--- src/rtl/systolic_array_pkg.sv ---
// Shared op-code and FSM-state constants for the systolic array op decoder,
// plus the compute-phase length helper.
package systolic_array_pkg;

    typedef logic [2:0] op_code_t;
    typedef logic [2:0] state_t;

    localparam op_code_t OP_IDLE     = 3'b000;
    localparam op_code_t OP_WS_LOAD  = 3'b001;
    localparam op_code_t OP_WS_FLOW  = 3'b010;
    localparam op_code_t OP_OS_COMP  = 3'b011;
    localparam op_code_t OP_OS_DRAIN = 3'b100;

    localparam state_t ST_IDLE     = 3'd0;
    localparam state_t ST_WS_LOAD  = 3'd1;
    localparam state_t ST_WS_FLOW  = 3'd2;
    localparam state_t ST_OS_CLR   = 3'd3;
    localparam state_t ST_OS_COMP  = 3'd4;
    localparam state_t ST_OS_DRAIN = 3'd5;

    // Cycles needed for the last operand to skew across the whole grid.
    function automatic int flow_len(input int rows, input int cols, input int k_depth);
        return k_depth + rows + cols - 2;
    endfunction

endpackage

--- src/rtl/systolic_array_op_decoder_skew.sv ---
// Diagonal skew window: lane i is enabled while i <= cnt < i+K_DEPTH.
module skew_window_gen
    import systolic_array_pkg::*;
#(
    parameter int N       = 4,
    parameter int K_DEPTH = 4,
    parameter int CW      = 4
) (
    input  logic          active,
    input  logic [CW-1:0] cnt,
    output logic [N-1:0]  en
);

    genvar gi;
    generate
        for (gi = 0; gi < N; gi++) begin : g_lane
            localparam int unsigned LO = gi;
            localparam int unsigned HI = gi + K_DEPTH;
            assign en[gi] = active && (32'(cnt) >= LO) && (32'(cnt) < HI);
        end
    endgenerate

endmodule

--- src/rtl/systolic_array_op_decoder.sv ---
// Array-side op decoder: accepts one op per handshake and sequences the timed
// load / flow / clear / compute / drain phase enables for the PE grid.
module systolic_array_op_decoder
    import systolic_array_pkg::*;
#(
    parameter int ROWS    = 4,
    parameter int COLS    = 4,
    parameter int K_DEPTH = 4
) (
    input  logic            clk,
    input  logic            reset,
    input  logic [2:0]      op_code_in,
    input  logic            op_valid,
    output logic            op_ready,
    input  logic            op_abort,
    output logic            mode_os,
    output logic [ROWS-1:0] weight_load_en,
    output logic [ROWS-1:0] row_in_en,
    output logic [COLS-1:0] col_in_en,
    output logic            acc_clear,
    output logic            acc_en,
    output logic [COLS-1:0] drain_en,
    output logic            phase_done,
    output logic            err_illegal,
    output logic            busy
);

    localparam int F  = flow_len(ROWS, COLS, K_DEPTH);
    localparam int CW = $clog2(ROWS + COLS + K_DEPTH);

    localparam logic [CW-1:0] LOAD_LAST  = CW'(ROWS - 1);
    localparam logic [CW-1:0] FLOW_LAST  = CW'(F - 1);
    localparam logic [CW-1:0] DRAIN_LAST = CW'(COLS - 1);

    state_t          state_reg, state_next;
    logic [CW-1:0]   cnt_reg, cnt_next;
    logic            w_loaded_reg, w_loaded_next;
    logic            os_pending_reg, os_pending_next;

    logic            mode_os_reg, mode_os_next;
    logic [ROWS-1:0] weight_load_reg, weight_load_next;
    logic [ROWS-1:0] row_in_reg, row_in_next;
    logic [COLS-1:0] col_in_reg, col_in_next;
    logic            acc_clear_reg, acc_clear_next;
    logic            acc_en_reg, acc_en_next;
    logic [COLS-1:0] drain_reg, drain_next;
    logic            done_reg, done_next;
    logic            err_reg, err_next;

    logic            row_active, col_active;

    always_comb begin
        state_next      = state_reg;
        cnt_next        = cnt_reg + 1'b1;
        w_loaded_next   = w_loaded_reg;
        os_pending_next = os_pending_reg;
        done_next       = 1'b0;
        err_next        = 1'b0;

        case (state_reg)
            ST_IDLE: begin
                cnt_next = '0;
                if (op_valid) begin
                    case (op_code_in)
                        OP_IDLE: ;
                        OP_WS_LOAD: begin
                            state_next      = ST_WS_LOAD;
                            os_pending_next = 1'b0;
                        end
                        OP_WS_FLOW: begin
                            if (w_loaded_reg) state_next = ST_WS_FLOW;
                            else              err_next   = 1'b1;
                        end
                        OP_OS_COMP: begin
                            state_next    = ST_OS_CLR;
                            w_loaded_next = 1'b0;
                        end
                        OP_OS_DRAIN: begin
                            if (os_pending_reg) state_next = ST_OS_DRAIN;
                            else                err_next   = 1'b1;
                        end
                        default: err_next = 1'b1;
                    endcase
                end
            end
            ST_WS_LOAD: begin
                if (cnt_reg == LOAD_LAST) begin
                    state_next    = ST_IDLE;
                    done_next     = 1'b1;
                    w_loaded_next = 1'b1;
                end
            end
            ST_WS_FLOW: begin
                if (cnt_reg == FLOW_LAST) begin
                    state_next = ST_IDLE;
                    done_next  = 1'b1;
                end
            end
            ST_OS_CLR: begin
                state_next = ST_OS_COMP;
                cnt_next   = '0;
            end
            ST_OS_COMP: begin
                if (cnt_reg == FLOW_LAST) begin
                    state_next      = ST_IDLE;
                    done_next       = 1'b1;
                    os_pending_next = 1'b1;
                end
            end
            ST_OS_DRAIN: begin
                if (cnt_reg == DRAIN_LAST) begin
                    state_next      = ST_IDLE;
                    done_next       = 1'b1;
                    os_pending_next = 1'b0;
                end
            end
            default: state_next = ST_IDLE;
        endcase

        // An aborted phase leaves no trace: no done pulse, no flag update.
        if (op_abort && (state_reg != ST_IDLE)) begin
            state_next      = ST_IDLE;
            done_next       = 1'b0;
            w_loaded_next   = w_loaded_reg;
            os_pending_next = os_pending_reg;
        end

        if (state_next == ST_IDLE) cnt_next = '0;
    end

    // Outputs are registered from the next state so they line up with it.
    always_comb begin
        row_active       = (state_next == ST_WS_FLOW) || (state_next == ST_OS_COMP);
        col_active       = (state_next == ST_OS_COMP);
        mode_os_next     = (state_next == ST_OS_CLR) || (state_next == ST_OS_COMP) ||
                           (state_next == ST_OS_DRAIN);
        acc_clear_next   = (state_next == ST_OS_CLR);
        acc_en_next      = row_active;
        weight_load_next = (state_next == ST_WS_LOAD)  ? (ROWS'(1) << cnt_next) : '0;
        drain_next       = (state_next == ST_OS_DRAIN) ? (COLS'(1) << cnt_next) : '0;
    end

    skew_window_gen #(.N(ROWS), .K_DEPTH(K_DEPTH), .CW(CW)) u_row_skew (
        .active (row_active),
        .cnt    (cnt_next),
        .en     (row_in_next)
    );

    skew_window_gen #(.N(COLS), .K_DEPTH(K_DEPTH), .CW(CW)) u_col_skew (
        .active (col_active),
        .cnt    (cnt_next),
        .en     (col_in_next)
    );

    always_ff @(posedge clk or negedge reset) begin
        if (!reset) begin
            state_reg       <= ST_IDLE;
            cnt_reg         <= '0;
            w_loaded_reg    <= 1'b0;
            os_pending_reg  <= 1'b0;
            mode_os_reg     <= 1'b0;
            weight_load_reg <= '0;
            row_in_reg      <= '0;
            col_in_reg      <= '0;
            acc_clear_reg   <= 1'b0;
            acc_en_reg      <= 1'b0;
            drain_reg       <= '0;
            done_reg        <= 1'b0;
            err_reg         <= 1'b0;
        end else begin
            state_reg       <= state_next;
            cnt_reg         <= cnt_next;
            w_loaded_reg    <= w_loaded_next;
            os_pending_reg  <= os_pending_next;
            mode_os_reg     <= mode_os_next;
            weight_load_reg <= weight_load_next;
            row_in_reg      <= row_in_next;
            col_in_reg      <= col_in_next;
            acc_clear_reg   <= acc_clear_next;
            acc_en_reg      <= acc_en_next;
            drain_reg       <= drain_next;
            done_reg        <= done_next;
            err_reg         <= err_next;
        end
    end

    assign op_ready       = (state_reg == ST_IDLE);
    assign busy           = (state_reg != ST_IDLE);
    assign mode_os        = mode_os_reg;
    assign weight_load_en = weight_load_reg;
    assign row_in_en      = row_in_reg;
    assign col_in_en      = col_in_reg;
    assign acc_clear      = acc_clear_reg;
    assign acc_en         = acc_en_reg;
    assign drain_en       = drain_reg;
    assign phase_done     = done_reg;
    assign err_illegal    = err_reg;

endmodule

--- config.mk ---
export PLATFORM = sky130hd
export DESIGN_NAME = systolic_array_op_decoder
export DESIGN_NICKNAME = d
export VERILOG_FILES = /design/src/rtl/systolic_array_pkg.sv /design/src/rtl/systolic_array_op_decoder_skew.sv /design/src/rtl/systolic_array_op_decoder.sv
export SDC_FILE = /design/constraint.sdc
export NUM_CORES = 1
export LEC_CHECK = 0
export CAP_MARGIN = 20
export CORE_ASPECT_RATIO = 0.8
export CORE_MARGIN = 10
export CORE_UTILIZATION = 55
export CTS_CLUSTER_DIAMETER = 60
export DETAILED_ROUTE_END_ITERATION = 10
export PLACE_DENSITY = 0.84
export RECOVER_POWER = 50
export SLEW_MARGIN = 25
export SYNTH_ARGS = -nofsm -noshare
export SYNTH_HDL_FRONTEND = slang
export SYNTH_HIERARCHICAL = 1
export SYNTH_SLANG_ARGS = --single-unit
--- constraint.sdc ---
create_clock -name clk -period 4.2 [get_ports clk]
set_clock_uncertainty 0.05 [all_clocks]
set_input_delay 0.63 -clock clk [delete_from_list [all_inputs] [get_ports clk]]
set_output_delay 0.63 -clock clk [all_outputs]
set_load 0.03 [all_outputs]
; After elaboration in Yosys (flattened, before gate mapping)
; Cells that the tools add are included.
; W data, S select, Z words.
[classes]
bitwise = 1
shifts = 1
n_lt_le_gt_ge = 7
n_eq_ne = 22
n_reduce_logical = 30
add_sub_neg = 1
muxes = 30
[ops]
columns = cell, count
row1 = $pmux W3 S4, 2
row2 = $eq A3 B2 Y1 const B, 6
row3 = $mux W3, 6
row4 = $lt A4 B3 Y1 const B, 4
row5 = $mux W4, 4
row6 = $eq A3 B3 Y1 const B, 5
row7 = $logic_and A1 B1 Y1, 15
row8 = $mux W1, 14
row9 = $eq A3 B1 Y1 const B, 3
row10 = $logic_not A3 Y1, 3
row11 = $ge A4 B2 Y1 const B, 2
row12 = $ne A2 B2 Y1 const B, 4
row13 = $pmux W1 S3, 2
row14 = $reduce_and A6 Y1, 1
row15 = $reduce_bool A3 Y1, 2
row16 = $reduce_or A2 Y1, 3
row17 = $reduce_and A5 Y1, 1
row18 = $add A4 B1 Y4 const B, 1
row19 = $eq A4 B2 Y1 const B, 1
row20 = $eq A4 B4 Y1 const B, 1
row21 = $ge A4 B1 Y1 const B, 1
row22 = $ne A2 B1 Y1 const B, 2
row23 = $pmux W1 S2, 2
row24 = $shl A1 B4 Y4 const A, 1
row25 = other kinds (4), 6
[totals]
in_bits = 7
out_inout_bits = 23
regBits = 30
wordCells = 105

; Longest topological paths before layout
; Gate-level depths: netlist (run 1).
[logic_depth]
ltp_word = 10
depth_mapped = 8
mapped_depth_nobuf = 8

; Cells and area by module
; The synthesis (run 1) kept the hierarchy.
[by_module_without_submodules]
columns = mod, instances, area_per_inst_um2, cells_per_inst
row1 = systolic_array_op_decoder, 1, 1426.4, 129
row2 = skew_window_gen, 2, 66.3, 10

; Worst setup path before layout (run 1)
; Ideal clock, no wire load.
[synth_path]
path_type = flip-flop to flip-flop
from = register state_reg[0]
to = register col_in_reg[3] (netlist: col_in_en[3])
path_stages_with_launch = 7
arrival_time_ns = 2.988
setup_time_ns = 0.074
setup_slack_ns = 1.087
path_cell_list = dfrtp_1 -> nor3_1 -> and2_1 -> nand2_1 -> a311oi_1 -> a21bo_1 -> a21oi_2
[synth_between]
word_cells_on_any_way = 27
cone_classes = order compare (2) / eq/ne (6) / mux (10) / reduce/logical (9)
[synth_lines]
columns = element, line
row1 = start: declaration, systolic_array_op_decoder.sv:35  ; state_t state_reg, state_next;
row2 = start signal: assignment, systolic_array_op_decoder.sv:171  ; state_reg <= state_next;
row3 = $logic_not A3 Y1 *, n/a
row4 = named net op_ready, systolic_array_op_decoder.sv:14  ; output logic op_ready,
row5 = $pmux W3 S4, systolic_array_op_decoder.sv:60  ; case (state_reg)
row6 = $mux W3, systolic_array_op_decoder.sv:121  ; if (op_abort && (state_reg != ST_IDLE)) begin
row7 = $logic_not A3 Y1, systolic_array_op_decoder.sv:128  ; if (state_next == ST_IDLE) cnt_next = '0;
row8 = $mux W4 *, systolic_array_op_decoder.sv:128
row9 = named net cnt_next[2], systolic_array_op_decoder.sv:36  ; logic [CW-1:0] cnt_reg, cnt_next;
row10 = $ge A4 B2 Y1, systolic_array_op_decoder_skew.sv:19  ; assign en[gi] = active && (32'(cnt) >= LO) && (32'(cnt) < HI);
row11 = $logic_and A1 B1 Y1, systolic_array_op_decoder_skew.sv:19
row12 = $logic_and A1 B1 Y1 *, systolic_array_op_decoder_skew.sv:19
row13 = named net col_in_next[3], systolic_array_op_decoder.sv:43  ; logic [COLS-1:0] col_in_reg, col_in_next;
row14 = end signal: assignment, systolic_array_op_decoder.sv:178  ; col_in_reg <= col_in_next;
row15 = end: declaration, systolic_array_op_decoder.sv:43
; Mark *: on every way through the listed nets, which the timed path passes. The rest lies on a longest branch.
; A chain may end at the register's enable or synchronous reset.

; Worst setup path after layout (run 1)
[layout_path]
from = register state_reg[0]
to = output port op_ready
[layout_between]
elab_chain_len = 1
[layout_lines]
columns = element, line
row1 = $logic_not A3 Y1, systolic_array_op_decoder.sv:187  ; assign op_ready = (state_reg == ST_IDLE);
row2 = end: declaration, systolic_array_op_decoder.sv:14
; Every way passes these cells.

==> results of run 1 <==
==> cell usage after synthesis (2+ instances only) <==
| cell | number |
|---|---|
| dfrtp_1 | 30 |
| nor2_1 | 22 |
| nor3_1 | 9 |
| inv_1 | 6 |
| xnor2_1 | 6 |
| o21a_1 | 5 |
| nand2b_1 | 4 |
| nand3b_1 | 4 |
| nor2b_1 | 4 |
| a21oi_1 | 3 |
| a311oi_1 | 3 |
| buf_2 | 3 |
| o21ai_0 | 3 |
| o22a_1 | 3 |
| o22ai_1 | 3 |
| a21bo_1 | 2 |
| a21oi_2 | 2 |
| a22oi_1 | 2 |
| a31oi_1 | 2 |
| ha_1 | 2 |
| nand2_1 | 2 |
| nand4b_1 | 2 |
==> metrics by stage <==
step / hold slack [ps] / setup WS, ps / utilization [%]
5_1_grt: 538 / 1160 / 70.6
4_1_cts: 512 / 1320 / 70.9
3_3_place_gp: 487 / 1120 / 68.7
3_5_place_dp: 489 / 1020 / 68.7
6_report: 513 / 1340 / 70.6
2_1_floorplan: 284 / 1090 / -
==> how the worst min path moves through the flow <==
stage                     cells past startpoint  slack [ps]      startpoint             end
after floorplan                               0         280           reset       acc_clear
after global placement                        1         490  os_pending_reg  os_pending_reg
after detailed placement                      1         490  os_pending_reg  os_pending_reg
after CTS                                     1         510  os_pending_reg  os_pending_reg
after global routing                          1         540  os_pending_reg  os_pending_reg
final                                         1         510  os_pending_reg  os_pending_reg
==> layer usage <==
| metal | wire length (um) | part of all wire, % |
|---|---|---|
| met3 | 379 | 11 |
| met5 | 0 | 0 |
| met2 | 1630 | 46 |
| met4 | 37 | 1.0 |
| met1 | 1490 | 42 |
==> where the power goes <==
group	switching, uW	leakage (uW)	internal (uW)
Sequential	64.0	0.000413	332
Clock	94.0	0.0000353	81.0
Combinational	288	0.000364	173
Total	446	0.000812	585
==> kinds of logic (layout without fill, tap and decap cells) <==
group | count (synthesis) | count (layout) | synth area share, %
adder cells (fa/ha/maj) | 2 | 2 | 1.60
buffers and inverters | 11 | 46 | 3.61
flip-flops | 30 | 30 | 48.2
AND/OR/NAND/NOR | 63 | 63 | 23.8
XOR/XNOR | 6 | 6 | 3.37
AO/OA/AOI/OAI | 37 | 37 | 19.4
==> cell type report <==
cell class                      count  area share, %
Inverter                            6           1.16
Clock buffer                        7           2.84
Sequential cell                    30           38.7
Clock inverter                      1          0.258
Timing Repair Buffer               32           15.9
Multi-Input combinational cell    108           38.6
Tap cell                           38           2.45
==> flow_metrics.tcl, run 1 <==
set metrics [dict create \
    grt-ovfl-total 0 \
    cp_slowest_stage_delay_ps 770 \
    avgSynthCellArea_um2 10.5 \
    cp_top_family "buffers and inverters" \
    dp.cells 214 \
    yosysTopAreaCellShare_pct 48.2 \
    yosys_warnings 6 \
    rrSetupSlack_ps 1450 \
    die_x_um 79.5 \
    fin_area_um2 1940 \
    rows 17 \
    worst_slew_pin_slew_ps 1530 \
    crit_path_end_kind "primary output" \
    ys.flop_type "dfrtp_1" \
    grt_pass1_wl_um 6180 \
    hold_class "reg2reg" \
    finalPower_uw 1030 \
    post-dp-hpwl_um 2610 \
    startpoint "state_reg[0]" \
    crit_fanout 16 \
    final.fill_count 197 \
    multi_input_area_um2 748 \
    hold_viol 0 \
    num_vias 1328 \
    finalSetupViolCount 0 \
    place_congestion 0.918 \
    r2r_end "row_in_en[3]" \
    postPlaceCellArea_um2 1890 \
    path_clk_slew_ps 90 \
    port_buffers 29 \
    grt_max_degree 31 \
    syn_nets 158 \
    root_buffer "clkbuf_4" \
    first_global_vias 1267 \
    wire_per_inst_um 15.9 \
    initial_core_util_pct 56.8 \
    use_met1_pct 17.9 \
    async_reset_ff_share_pct 100 \
    ir_worst_vdd_v 0.000385 \
    critPathCapture "op_ready" \
    route.detailed.drc 0 \
    synth_edf_count 0 \
    drive_above_1_share_pct 10.3 \
    reg2reg_depth 8 \
    path_depth 2 \
    firstDrtPassIters 4 \
    required_ps 3520 \
    cts_hold_buf 0 \
    cts-buffers-inserted 5 \
    violations "max-capacitance violations, max-slew violations" \
    grt_util_met3_pct 5.97 \
    dieArea_um2 5380 \
    r2r_start "cnt_reg[0]" \
    mostFrequentLayoutCells "dfrtp_1, nor2_1, clkdlybuf4s50_1" \
    power_density_nw_per_um2 532 \
    fin_nets 192 \
    cts_resized 0 \
    antenna_found_initial 0 \
    clockBufferDepth 2 \
    yosys-top-cells-area "dfrtp_1, nor2_1, xnor2_1, nor3_1, o21a_1" \
    cellLeakagePower_uw 0.000812 \
    drv_cap 1 \
    rsz0062_at_grt "no" \
    synthesis.area_um2 1560 \
    slew_headroom_pct -2.01 \
    cts.sinks 30 \
    maxSlewViolCount 31 \
    path_cells "nor3_1, clkdlybuf4s50_1" \
    crit_arrival_ps 2180 \
    coreArea_um2 2740 \
    fin_setup_tns_ps 0 \
    fmax_mhz 349 \
    ioPinCount 30 \
    routed_via_density 5.98 \
    synth_cell_types 49 \
    yosysTopAreaCell "dfrtp_1" \
    synth-seq-cells 30 \
    crit_type "reg2out" \
    grt_use_total_pct 14.5 \
    post_cts_buffers 0 \
    instances_no_fill 222 \
    outcome "complete, but fails checks" \
    cts_max_level 2 \
    syn2layout_area_growth_pct 24.3 \
    startpoint_type "flop" \
    grt_busiest_layer "met2" \
    routed_wirelength_um 3540 \
    die_h_um 67.6 \
    cpMaxStageDelayCell "clkdlybuf4s50_1" \
    critical_path_buf_inv_count 1 \
    fin_crit_sh_pct 68.2 \
    synthCells 149 \
    ant_nets 0 \
    antennaDiodeCount 0 \
    min_period_ps 2860 \
    cts_tree "built" \
    seqCellArea_um2 751 \
    insertion_delay_ps 320 \
    final_common_cell "dfrtp_1" \
    grt.met2_usage_pct 22.7 \
    ys_seq_area_share_pct 48.2 \
    drtIter0Drc 227 \
]
Power figures use the tool's default switching activity.
==> inputs of run 2 (changes only) <==
--- a/config.mk
+++ b/config.mk
@@ -8,10 +8,10 @@
 export CAP_MARGIN = 20
 export CORE_ASPECT_RATIO = 0.8
 export CORE_MARGIN = 10
-export CORE_UTILIZATION = 55
+export CORE_UTILIZATION = 46
 export CTS_CLUSTER_DIAMETER = 60
 export DETAILED_ROUTE_END_ITERATION = 10
-export PLACE_DENSITY = 0.84
+export PLACE_DENSITY = 0.75
 export RECOVER_POWER = 50
 export SLEW_MARGIN = 25
 export SYNTH_ARGS = -nofsm -noshare
==> constraint.sdc (replaced) <==
create_clock -name clk -period 2.5 [get_ports clk]
set_clock_uncertainty 0.05 [all_clocks]
set_input_delay 0.375 -clock clk [delete_from_list [all_inputs] [get_ports clk]]
set_output_delay 0.375 -clock clk [all_outputs]
set_load 0.03 [all_outputs]
==> run 2 against run 1 <==
Effect of this change: the run still ends with max-capacitance violations, max-slew violations left; global-route usage fell by 1.3 points; design area grew 7.6%; hold slack worse by 12 ps; combinational power is 95% higher; core utilization shrank 5.0 points; wire length is 7.7% higher; clock power rose to 2.7 times the previous value; critical path depth rose by 5; sequential power grew 61%; register-to-register slack got worse by 1300 ps; first-iteration DRC count down 59%; highest routed layer unchanged.
==> flow_metrics.tcl, run 2 (synthesis results as in run 1) <==
set metrics [dict create \
    outcome "complete, but fails checks" \
    violations "max-capacitance violations, max-slew violations" \
    grt_use_total_pct 13.2 \
    reg2reg_depth 7 \
    route.detailed.drc 0 \
    num_vias 1310 \
    finalSetupViolCount 0 \
    coreArea_um2 3180 \
    crit_path_end_kind "flop" \
    required_ps 2660 \
    final.fill_count 253 \
    startpoint_type "flop" \
    fin_nets 202 \
    routed_via_density 5.60 \
    insertion_delay_ps 290 \
    ir_worst_vdd_v 0.000619 \
    path_clk_slew_ps 70 \
    antenna_found_initial 0 \
    fmax_mhz 430 \
    min_period_ps 2330 \
    cts.sinks 30 \
    grt-ovfl-total 0 \
    crit_arrival_ps 2490 \
    firstDrtPassIters 4 \
    fin_crit_sh_pct 93.1 \
    drtIter0Drc 93 \
    crit_type "reg2reg" \
    root_buffer "clkbuf_8" \
    slew_headroom_pct -3.90 \
    startpoint "state_reg[0]" \
    cts_hold_buf 0 \
    die_h_um 72.1 \
    crit_fanout 13 \
    post-dp-hpwl_um 2930 \
    hold_viol 0 \
    worst_slew_pin_slew_ps 1560 \
    die_x_um 85.1 \
    r2r_end "col_in_en[3]" \
    drive_above_1_share_pct 18.6 \
    worstHoldStart "os_pending_reg" \
    cts_tree "built" \
    hold_class "reg2reg" \
    initial_core_util_pct 49.1 \
    drv_cap 1 \
    r2r_start "state_reg[0]" \
    dp.cells 226 \
    cts-buffers-inserted 5 \
    first_global_vias 1284 \
    cellLeakagePower_uw 0.000906 \
    cts_max_level 2 \
    whs_path_depth 1 \
    antennaDiodeCount 0 \
    routed_wirelength_um 3810 \
    cts_resized 0 \
    ioPinCount 30 \
    mostFrequentLayoutCells "dfrtp_1, nor2_1, clkdlybuf4s50_1" \
    power_density_nw_per_um2 964 \
    wire_per_inst_um 16.3 \
    ant_nets 0 \
    maxSlewViolCount 31 \
    post_cts_buffers 0 \
    port_buffers 29 \
    final_common_cell "dfrtp_1" \
    clockBufferDepth 2 \
    holdPathEnd "os_pending_reg" \
    rrSetupSlack_ps 170 \
    dieArea_um2 6130 \
    rsz0062_at_grt "no" \
    fin_setup_tns_ps 0 \
    grt_max_degree 31 \
    grt_pass1_wl_um 6490 \
    syn2layout_area_growth_pct 33.8 \
    rows 18 \
    place_congestion 0.910 \
    instances_no_fill 234 \
]
## run 2: cell types whose count changed in the layout (fill, tap and decap cells not counted), sizes merged
cell,change
buf,+10
bufinv,+1
clkbuf,-2
clkdlybuf4s50,-4
clkinv,+1
dlygate4sd3,+4
## run 2: worst max-delay path by stage
stage,endpoint,cells past startpoint
after floorplan,col_in_en[3],6
after global placement,col_in_en[3],7
after detailed placement,col_in_en[3],7
after CTS,col_in_en[3],7
after global routing,state_reg[1],2
final,col_in_en[3],7
## run 2: cell type report
cell class | count | area [um2] | area share [%]
clock buffer | 5 | 68.8 | 3.30
clock inverter | 3 | 40.0 | 1.92
inverter | 6 | 22.5 | 1.08
multi-input combinational | 108 | 768 | 36.8
sequential | 30 | 752 | 36.1
tap | 40 | 50.0 | 2.40
timing repair buffer | 42 | 384 | 18.4
## run 2: critical path: stages (launching register included)
cell      delay, ps
dfrtp_1         520
or3b_2          560
o22ai_1         180
nor2_2          100
a311oi_2        260
buf_4           210
a21bo_1         230
a21oi_2         130
## run 2: power breakdown
group | switching [uW] | leakage, uW | internal (uW)
clock network | 181 | 0.0000579 | 293
registers | 77.6 | 0.000412 | 560
logic | 544 | 0.000436 | 355
total | 803 | 0.000906 | 1210
## run 2: routing by layer
metal	global-route usage, %	wire [um]	vias to the layer above
li1	-	-	631
met5	0	0	-
met3	7.25	353	6
met4	4.74	37	0
met2	19.4	1740	49
met1	15.9	1680	624
## run 2: stage by stage
stage	util (%)	hold slack, ps	power (uW)	worst slack (ps)	area (um2)
6_report	65.7	501	2010	173	2090
5_1_grt	65.7	541	2130	20.8	2090
4_1_cts	65.8	437	2030	145	2090
3_5_place_dp	62.4	489	1550	-20.9	1980
3_3_place_gp	62.4	482	1530	54.6	1980
2_1_floorplan	-	29.4	1190	34.8	1580
==> inputs of run 3 (changes only) <==
--- a/config.mk
+++ b/config.mk
@@ -8,10 +8,11 @@
 export CAP_MARGIN = 20
 export CORE_ASPECT_RATIO = 0.8
 export CORE_MARGIN = 10
-export CORE_UTILIZATION = 46
+export CORE_UTILIZATION = 56
 export CTS_CLUSTER_DIAMETER = 60
 export DETAILED_ROUTE_END_ITERATION = 10
-export PLACE_DENSITY = 0.75
+export DONT_BUFFER_PORTS = 1
+export PLACE_DENSITY = 0.74
 export RECOVER_POWER = 50
 export SLEW_MARGIN = 25
 export SYNTH_ARGS = -nofsm -noshare
==> run 3 against run 2 <==
Effect of this change: the run still ends with max-capacitance violations, max-slew violations left; first-iteration DRC count increased by 75%; via count fell by 7.1%; sequential share of layout area grew 7.4 points; global-route usage increased by 0.83 points; critical path depth rose by 1; clock power decreased by 43%; critical endpoint is now row_in_en[3].
==> flow_metrics.tcl, run 3 (synthesis results as in run 1) <==
set metrics [dict create \
    path_clk_slew_ps 80 \
    r2r_end "row_in_en[3]" \
    power_density_nw_per_um2 966 \
    crit_fanout 13 \
    hold_viol 0 \
    wl_met2_um 1620 \
    mostFrequentLayoutCells "dfrtp_1, nor2_1, nor3_1" \
    instances_no_fill 197 \
    worstHoldStart "op_abort" \
    dp.cells 189 \
    grt-ovfl-total 0 \
    whs_path_depth 1 \
    antenna_found_initial 0 \
    finalSetupViolCount 0 \
    r2r_start "cnt_reg[0]" \
    ant_nets 0 \
    cts.sinks 30 \
    startpoint_type "flop" \
    routed_via_density 6.18 \
    drive_above_1_share_pct 18.2 \
    final_common_cell "dfrtp_1" \
    utilization_pct 64.0 \
    antennaDiodeCount 0 \
    multi_input_area_um2 790 \
    drv_cap 1 \
    die_h_um 67.2 \
    required_ps 2700 \
    crit_type "reg2reg" \
    final.fill_count 233 \
    firstDrtPassIters 4 \
    cts-buffers-inserted 5 \
    root_buffer "clkbuf_4" \
    hold_class "in2reg" \
    ir_worst_vdd_v 0.000529 \
    wl_met3_um 324 \
    syn2layout_area_growth_pct 10.8 \
    route.detailed.drc 0 \
    maxSlewViolCount 31 \
    grt_max_degree 31 \
    violations "max-capacitance violations, max-slew violations" \
    cellLeakagePower_uw 0.000728 \
    fmax_mhz 431 \
    cts_tree "built" \
    num_vias 1217 \
    first_global_vias 1129 \
    reg2reg_depth 8 \
    wire_per_inst_um 18.1 \
    ioPinCount 30 \
    drtIter0Drc 163 \
    coreArea_um2 2700 \
    min_period_ps 2320 \
    fin_nets 169 \
    worst_slew_pin_slew_ps 1560 \
    initial_core_util_pct 57.7 \
    die_x_um 79.0 \
    rows 17 \
    place_congestion 0.943 \
    drt-met1-wl_um 1580 \
    grt_pass1_wl_um 5820 \
    slew_headroom_pct -4.26 \
    grt_use_total_pct 14.0 \
    seqCellArea_um2 751 \
    dieArea_um2 5310 \
    crit_arrival_ps 2520 \
    holdPathEnd "phase_done" \
    fin_crit_sh_pct 92.9 \
    clockBufferDepth 2 \
    top_layer "met4" \
    outcome "complete, but fails checks" \
    routed_wirelength_um 3560 \
    post-dp-hpwl_um 2670 \
    insertion_delay_ps 310 \
    rrSetupSlack_ps 180 \
    crit_path_end_kind "flop" \
    port_buffers 0 \
    cts_max_level 2 \
]
==> run 3: changes by cell type in the layout (fill, tap and decap cells not counted), sizes merged <==
cell,change
clkdlybuf4s50,-18
dlygate4sd3,-10
buf,-5
clkinv,-2
bufinv,-1
clkbuf,+1
==> run 3: how the worst max path moves through the flow <==
stage | start | endpoint | slack, ps | cells after the start
global route | cnt_reg[0] | row_in_en[3] | -8 | 8
CTS | cnt_reg[0] | row_in_en[3] | 40 | 7
detailed placement | cnt_reg[0] | row_in_en[3] | 60 | 7
floorplan | state_reg[0] | col_in_en[3] | 30 | 6
finish | cnt_reg[0] | row_in_en[3] | 180 | 8
global placement | state_reg[0] | row_in_en[3] | 150 | 5
==> run 3: where the power goes <==
part	leakage (uW)	switching, uW	total, uW	internal [uW]
combinational	0.000284	458	693	236
clock	0.0000302	145	271	126
sequential	0.000413	146	705	559
total	0.000728	748	1670	921
==> run 3: what timing repair did <==
action                     4_1_cts  5_1_grt
hold buffers                     2        0
gates resized for setup          0        3
hold endpoints to repair        30        0
setup endpoints to repair        0        7
setup buffers                    0        0
==> run 3: layout make-up <==
type / count / area share [%]
multi-input cells: 108 / 45.7
well taps: 38 / 2.75
clock buffers: 6 / 2.97
repair buffers: 9 / 3.84
flip-flops and latches: 30 / 43.4
inverters: 6 / 1.30
==> run 3: worst max-delay path: stages (launching register included) <==
cell and delay [ps]:
dfrtp_1 460, ha_1 300, nor3b_4 320, o22ai_1 150
nor2_2 260, a311oi_2 150, buf_4 200, nand3b_1 190
a21oi_2 160
==> run 3: per-stage QoR <==
| stage | area (um2) | worst slack [ps] | TNS, ps | hold WS [ps] | power [uW] |
|---|---|---|---|---|---|
| 2_1_floorplan | 1580 | 34.8 | 0 | 29.4 | 1190 |
| 6_report | 1730 | 178 | 0 | 69.7 | 1670 |
| 3_5_place_dp | 1640 | 63.7 | 0 | 30.5 | 1370 |
| 3_3_place_gp | 1640 | 147 | 0 | 30.4 | 1370 |
| 4_1_cts | 1720 | 36.9 | 0 | 60.6 | 1660 |
| 5_1_grt | 1730 | -7.91 | -7.91 | 47.0 | 1780 |
==> run 3: per-layer routing <==
metal,track usage [%],up-vias
li1,-,571
met2,20.9,44
met1,17.5,596
met5,0,-
met3,6.50,6
met4,5.36,0
